`src/rtl/prog_loader_pkg.sv`:
```
// Shared definitions for the serial program loader: loader states and
// default sizing of the instruction memory it fills.
package prog_loader_pkg;

    localparam int ADDR_W_DEF    = 15;
    localparam int MAX_WORDS_DEF = 32768;
    localparam int LEN_W         = 16;

    typedef enum logic [2:0] {
        S_LEN_HI,
        S_LEN_LO,
        S_DATA_HI,
        S_DATA_LO,
        S_WRITE,
        S_CHECK,
        S_DONE,
        S_ERR
    } state_e;

endpackage

```
`src/rtl/prog_loader_cksum.sv`:
```
// Running 8-bit XOR over the bytes of a program image.
module prog_loader_cksum (
    input  logic       clk_i,
    input  logic       clear_i,
    input  logic       en_i,
    input  logic [7:0] byte_i,
    output logic [7:0] value_o
);

    logic [7:0] acc_q;

    always_ff @(posedge clk_i) begin
        // NOTE: non-blocking, so every flop samples pre-edge values whatever the block order.
        if (clear_i) begin
            acc_q <= '0;
        end else if (en_i) begin
            acc_q <= acc_q ^ byte_i;
        end
    end

    assign value_o = acc_q;

endmodule

```
`src/rtl/prog_loader.sv`:
```
// Byte-stream program loader: parses length, words and checksum, writes the
// instruction memory and releases the CPU only after a verified image.
module prog_loader
    import prog_loader_pkg::*;
#(
    parameter int ADDR_W    = ADDR_W_DEF,
    parameter int MAX_WORDS = MAX_WORDS_DEF
) (
    input  logic              CLK,
    input  logic              reset,
    input  logic              rx_valid,
    input  logic [7:0]        rx_data,
    output logic              rx_ready,
    output logic              rom_we,
    output logic [ADDR_W-1:0] rom_addr,
    output logic [15:0]       rom_wdata,
    output logic              cpu_reset,
    output logic              done,
    output logic              error
);

    state_e             state_q, state_d;
    logic [LEN_W-1:0]   len_q, len_d;
    logic [LEN_W-1:0]   cnt_q, cnt_d;
    logic [7:0]         hi_q, hi_d;
    logic [ADDR_W-1:0]  rom_addr_q, rom_addr_d;
    logic [15:0]        rom_wdata_q, rom_wdata_d;
    logic               rx_ready_q, rom_we_q, cpu_reset_q, done_q, error_q;
    logic               xfer, ck_en;
    logic [7:0]         ck_value;
    logic [LEN_W-1:0]   len_full;

    assign xfer     = rx_valid && rx_ready_q;
    assign len_full = {len_q[15:8], rx_data};

    prog_loader_cksum u_cksum (
        .clk_i   (CLK),
        .clear_i (reset),
        .en_i    (ck_en),
        .byte_i  (rx_data),
        .value_o (ck_value)
    );

    always_comb begin
        // NOTE: every target gets a default first so no path leaves a latch behind.
        state_d     = state_q;
        len_d       = len_q;
        cnt_d       = cnt_q;
        hi_d        = hi_q;
        rom_addr_d  = rom_addr_q;
        rom_wdata_d = rom_wdata_q;
        ck_en       = 1'b0;
        unique case (state_q)
            S_LEN_HI: if (xfer) begin
                len_d   = {rx_data, len_q[7:0]};
                ck_en   = 1'b1;
                state_d = S_LEN_LO;
            end
            S_LEN_LO: if (xfer) begin
                len_d = len_full;
                ck_en = 1'b1;
                if (len_full == '0)                    state_d = S_CHECK;
                else if (int'(len_full) > MAX_WORDS)   state_d = S_ERR;
                else                                   state_d = S_DATA_HI;
            end
            S_DATA_HI: if (xfer) begin
                hi_d    = rx_data;
                ck_en   = 1'b1;
                state_d = S_DATA_LO;
            end
            S_DATA_LO: if (xfer) begin
                ck_en       = 1'b1;
                rom_addr_d  = ADDR_W'(cnt_q);
                rom_wdata_d = {hi_q, rx_data};
                state_d     = S_WRITE;
            end
            S_WRITE: begin
                cnt_d   = cnt_q + 16'd1;
                state_d = (cnt_d == len_q) ? S_CHECK : S_DATA_HI;
            end
            S_CHECK: if (xfer) begin
                state_d = (rx_data == ck_value) ? S_DONE : S_ERR;
            end
            default: ;  // DONE and ERR swallow bytes until reset
        endcase
    end

    // Outputs are registered from the next state so they line up with state_q.
    always_ff @(posedge CLK) begin
        if (reset) begin
            state_q     <= S_LEN_HI;
            len_q       <= '0;
            cnt_q       <= '0;
            hi_q        <= '0;
            rom_addr_q  <= '0;
            rom_wdata_q <= '0;
            rx_ready_q  <= 1'b1;
            rom_we_q    <= 1'b0;
            cpu_reset_q <= 1'b1;
            done_q      <= 1'b0;
            error_q     <= 1'b0;
        end else begin
            state_q     <= state_d;
            len_q       <= len_d;
            cnt_q       <= cnt_d;
            hi_q        <= hi_d;
            rom_addr_q  <= rom_addr_d;
            rom_wdata_q <= rom_wdata_d;
            rx_ready_q  <= (state_d != S_WRITE);
            rom_we_q    <= (state_d == S_WRITE);
            cpu_reset_q <= (state_d != S_DONE);
            done_q      <= (state_d == S_DONE);
            error_q     <= (state_d == S_ERR);
        end
    end

    assign rx_ready  = rx_ready_q;
    assign rom_we    = rom_we_q;
    assign rom_addr  = rom_addr_q;
    assign rom_wdata = rom_wdata_q;
    assign cpu_reset = cpu_reset_q;
    assign done      = done_q;
    assign error     = error_q;

endmodule

```
`config.mk`:
```
export PLATFORM = sky130hd
export DESIGN_NAME = prog_loader
export DESIGN_NICKNAME = d
export VERILOG_FILES = /design/src/rtl/prog_loader_pkg.sv /design/src/rtl/prog_loader_cksum.sv /design/src/rtl/prog_loader.sv
export SDC_FILE = /design/constraint.sdc
export NUM_CORES = 1
export LEC_CHECK = 0
export ABC_AREA = 1
export CORE_UTILIZATION = 50
export DETAILED_ROUTE_END_ITERATION = 12
export HOLD_SLACK_MARGIN = 0.12
export PLACE_DENSITY = 0.71
export SLEW_MARGIN = 20
export SYNTH_ARGS = -nofsm -noshare
export SYNTH_HDL_FRONTEND = slang
export SYNTH_SLANG_ARGS = --single-unit
```
`constraint.sdc`:
```
create_clock -name CLK -period 2.3 [get_ports CLK]
set_clock_uncertainty 0.15 [all_clocks]
set_input_delay 0.46 -clock CLK [delete_from_list [all_inputs] [get_ports CLK]]
set_output_delay 0.46 -clock CLK [all_outputs]
set_load 0.03 [all_outputs]
```
==> key figures <==
Run status
  • Status: finished, final reports clean

Floorplan
  • Die width: ~91 um
  • Core area: slightly below 0.008 mm2
  • Die area: roughly 0.0084 mm2
  • # IOs: 47
  • Rows: 32
  • Die H: ~90 um
  • Starting density of the core: 0.5180

STA
  • Worst Slack Setup Final: between 0.1 and 0.15 ns
  • Max-slew violations: 0
  • Tcrit/Tclk final: 0.9524
  • Setup TNS: 0 ns
  • Worst hold slack: roughly 0.34 ns
  • # setup viols final: 0
  • F_max: roughly 460 MHz
  • Slew @ Worst Pin: around 0.41 ns
  • RSZ-0062 raised after global routing: yes
  • Minimum clock period: between 2 and 2.5 ns
  • Endpoints failing hold: 0
  • Rel. slew slack: 0.7258

Worst setup path
  • Delay of the slowest critical-path stage: 0.36 ns
  • Critical path required time: between 2 and 2.5 ns
  • CP startpoint kind: register
  • Crit path kind: register to register
  • CP endpoint kind: register
  • Most common cell on crit path: nand2_1
  • RR Endpoint: cpu_reset
  • Crit-path max FO: 8
  • Reg2reg setup slack: roughly 0.11 ns
  • Critical-path cell list: ha_2 > nand2_1 > nor2_4 > buf_4 > buf_4 > nand4_1 > nand3_1 > nand2_1 > nand2_1 > nor2_2 > nand3_1 > nand2_1 > a21oi_1 > nand3_1
  • WP data arrival: around 2.3 ns
  • Critical-path top delay cell: dfxtp_1
  • Worst R2R Start: cnt_q[1]
  • Reg2Reg Depth: 14

Placed design
  • I/O Buffers: 46
  • HPWL Detailed: 7.051 mm
  • Placed Cells: 708
  • DP Area: ~0.0047 mm2
  • GP Congestion: about 0.84
  • Worst slack at placement: roughly 0.0099 ns

Pwr
  • Leakage: between 2 and 2.5 nW
  • Power Density: about 650 mW/mm2
  • Max rail drop VDD: 0.3444 mV
  • Total power: 3.249 mW

GRT
  • Pin count of the biggest net entering global routing: between 60 and 70
  • Global route hottest layer: met2
  • First-pass GRT wire length: approximately 16 mm
  • Initial antenna violation count: 0
  • GRT Total Usage: 0.2456
  • Number of global-route vias before repair: 3567
  • Met2 GRT Util: 0.4029
  • Grt met1 use: 0.3241
  • Gr ovfl total: 0
  • Met3 Use GR: 0.03601

Clock tree
  • Clock Latency Late Sink: about 0.37 ns
  • CTS tree: yes
  • CTS max path bufs: 2
  • Cts bufs inserted: 9
  • Root buf cell: clkbuf_8
  • Hold-fix buffers at CTS: 0
  • Clock Sinks: 87
  • Clock-pin slew on the worst setup and hold paths: around 0.11 ns
  • H-tree levels: 3

Finish
  • Antenna diodes: 0
  • Nets@finish: 633
  • Seq. cell area: 0.001743 mm2
  • Post-route cell area: about 0.0050 mm2
  • Final core utilization: 0.6431
  • Fill count: approximately 690
  • Multi-input logic area: between 0.0015 and 0.002 mm2
  • Finished Layout Cells: ~730
  • Area Overhead vs Synth: 24.16%
  • Share of post-route cells with drive strength above 1: 0.1118

Logic synthesis
  • Synth Warn #: 0
  • Synth area leaders: dfxtp_1, o21ai_0, nand2_1
  • Area of the mapped netlist: 0.004003 mm2
  • Most area-hungry cell type in the Yosys netlist: dfxtp_1
  • Cell variety after synth: 32
  • Sequential share of the synthesized area: 0.4351
  • Share of the synthesized area in the top cell type: 0.4351
  • Cells after Synth: between 500 and 600
  • Syn_area_per_cell: slightly above 7 um2
  • Net Count, Synth: 571
  • Synth Register Bits: 87

Min path
  • Worst hold endpoint: rom_wdata[11]
  • Hold_sp: hi_q[3]
  • Hold Crit Depth: 2
  • Hold Path Class: register to register

Detailed routing
  • Post-route ant nets: 0
  • Vias: roughly 3900
  • Via density: 5.317
  • WL final: 9.773 mm
  • First-pass detailed-route iteration total: 5
  • Avg WL per Cell: around 13 um
  • # DRC: 0
  • Initial DRC count: ~220

Run
  • Max-cap violations: 0
## cell usage after synthesis
master,instances
nand2_1,86
clkinv_1,1
a31oi_1,1
dfxtp_1,87
nand3b_1,2
o21ai_1,1
buf_4,1
nor2_1,60
xor2_1,7
inv_2,3
a21oi_1,57
nor2_2,6
inv_1,59
nor2_8,1
o21ai_0,65
nor4_1,1
nor2_4,3
o21bai_1,1
nand4_1,9
ha_1,1
xnor2_1,5
nand2_4,1
buf_1,1
nand3_2,1
o211ai_1,9
nand2_2,5
nand3_1,61
nor3_1,2
nand4_2,1
clkbuf_1,19
a22oi_1,1
xnor3_1,1
## area by class of cell
| type | count | area share |
|---|---|---|
| multi-input cells | 388 | 0.3973 |
| flip-flops and latches | 87 | 0.3507 |
| repair buffers | 72 | 0.1344 |
| inverters | 63 | 0.04758 |
| well taps | 102 | 0.02568 |
| clock buffers | 9 | 0.02492 |
| clock inverters | 7 | 0.01939 |
## state kept, by name, summed over array words and instances, names as in the netlist
name             flops
done                 1
rx_ready             1
cnt_q               16
u_cksum.value_o      8
rom_wdata           16
hi_q                 8
len_q               16
cpu_reset            1
rom_addr            15
error                1
state_q              3
rom_we               1
## what timing repair did
action	CTS	global route
resized for setup	0	8
endpoints found under the setup margin	0	6
buffers inserted	0	4
## where the power goes
| part | leakage (nW) | internal [mW] | switching (mW) |
|---|---|---|---|
| registers | 0.707 | 1.58 | 0.0608 |
| clock network | 0.109 | 0.538 | 0.627 |
| logic | 1.32 | 0.175 | 0.271 |
## cell families after synthesis
kind of cell | Yosys count | share of synthesized area
XOR/XNOR | 13 | 0.03188
flip-flops | 87 | 0.4351
AO/OA/AOI/OAI | 135 | 0.1760
AND/OR/NAND/NOR | 239 | 0.2741
adder cells (fa/ha/maj) | 1 | 0.003125
buffers and inverters | 84 | 0.07971
## metal layers
layer / routed length, um / vias to the layer above / part of all wire
met3: 386 / 17 / 0.039
li1: - / 1973 / -
met5: 0 / - / 0
met1: 4709 / 1777 / 0.48
met2: 4471 / 104 / 0.46
met4: 205 / 0 / 0.021
## cells in the final DEF (no fill, tap or decap), types with 2 or more instances in the layout
master           Yosys  final
a21oi_1             57     56
buf_4                1     25
clkbuf_8             0      9
clkdlybuf4s50_1      0     46
dfxtp_1             87     86
inv_1               59     59
inv_2                3      3
inv_8                0      3
nand2_1             86     86
nand2_2              5      5
nand3_1             61     60
nand3_2              1      2
nand3b_1             2      2
nand4_1              9      9
nor2_1              60     57
nor2_2               6      8
nor2_4               3      4
nor3_1               2      2
o211ai_1             9      9
o21ai_0             65     65
xnor2_1              5      5
xor2_1               7      7
## worst max-delay path by stage
stage / end / from / depth (start not counted)
3_5_place_dp: rom_wdata[5] / rx_valid / 8
3_3_place_gp: cpu_reset / rx_data[2] / 13
6_report: cpu_reset / cnt_q[1] / 14
5_1_grt: done / cnt_q[1] / 14
4_1_cts: done / cnt_q[1] / 12
2_1_floorplan: done / cnt_q[0] / 12
## worst max-delay path, delay by kind of cell (launching register included)
kind                       cells  cell delay [ns]
AOI/OAI and AO/OA              1             0.16
adders and majority gates      1             0.22
buffers and inverters          2             0.24
DFF                            1             0.36
and+or+nand+nor               10             0.94
(Power assumes the default switching activity.)
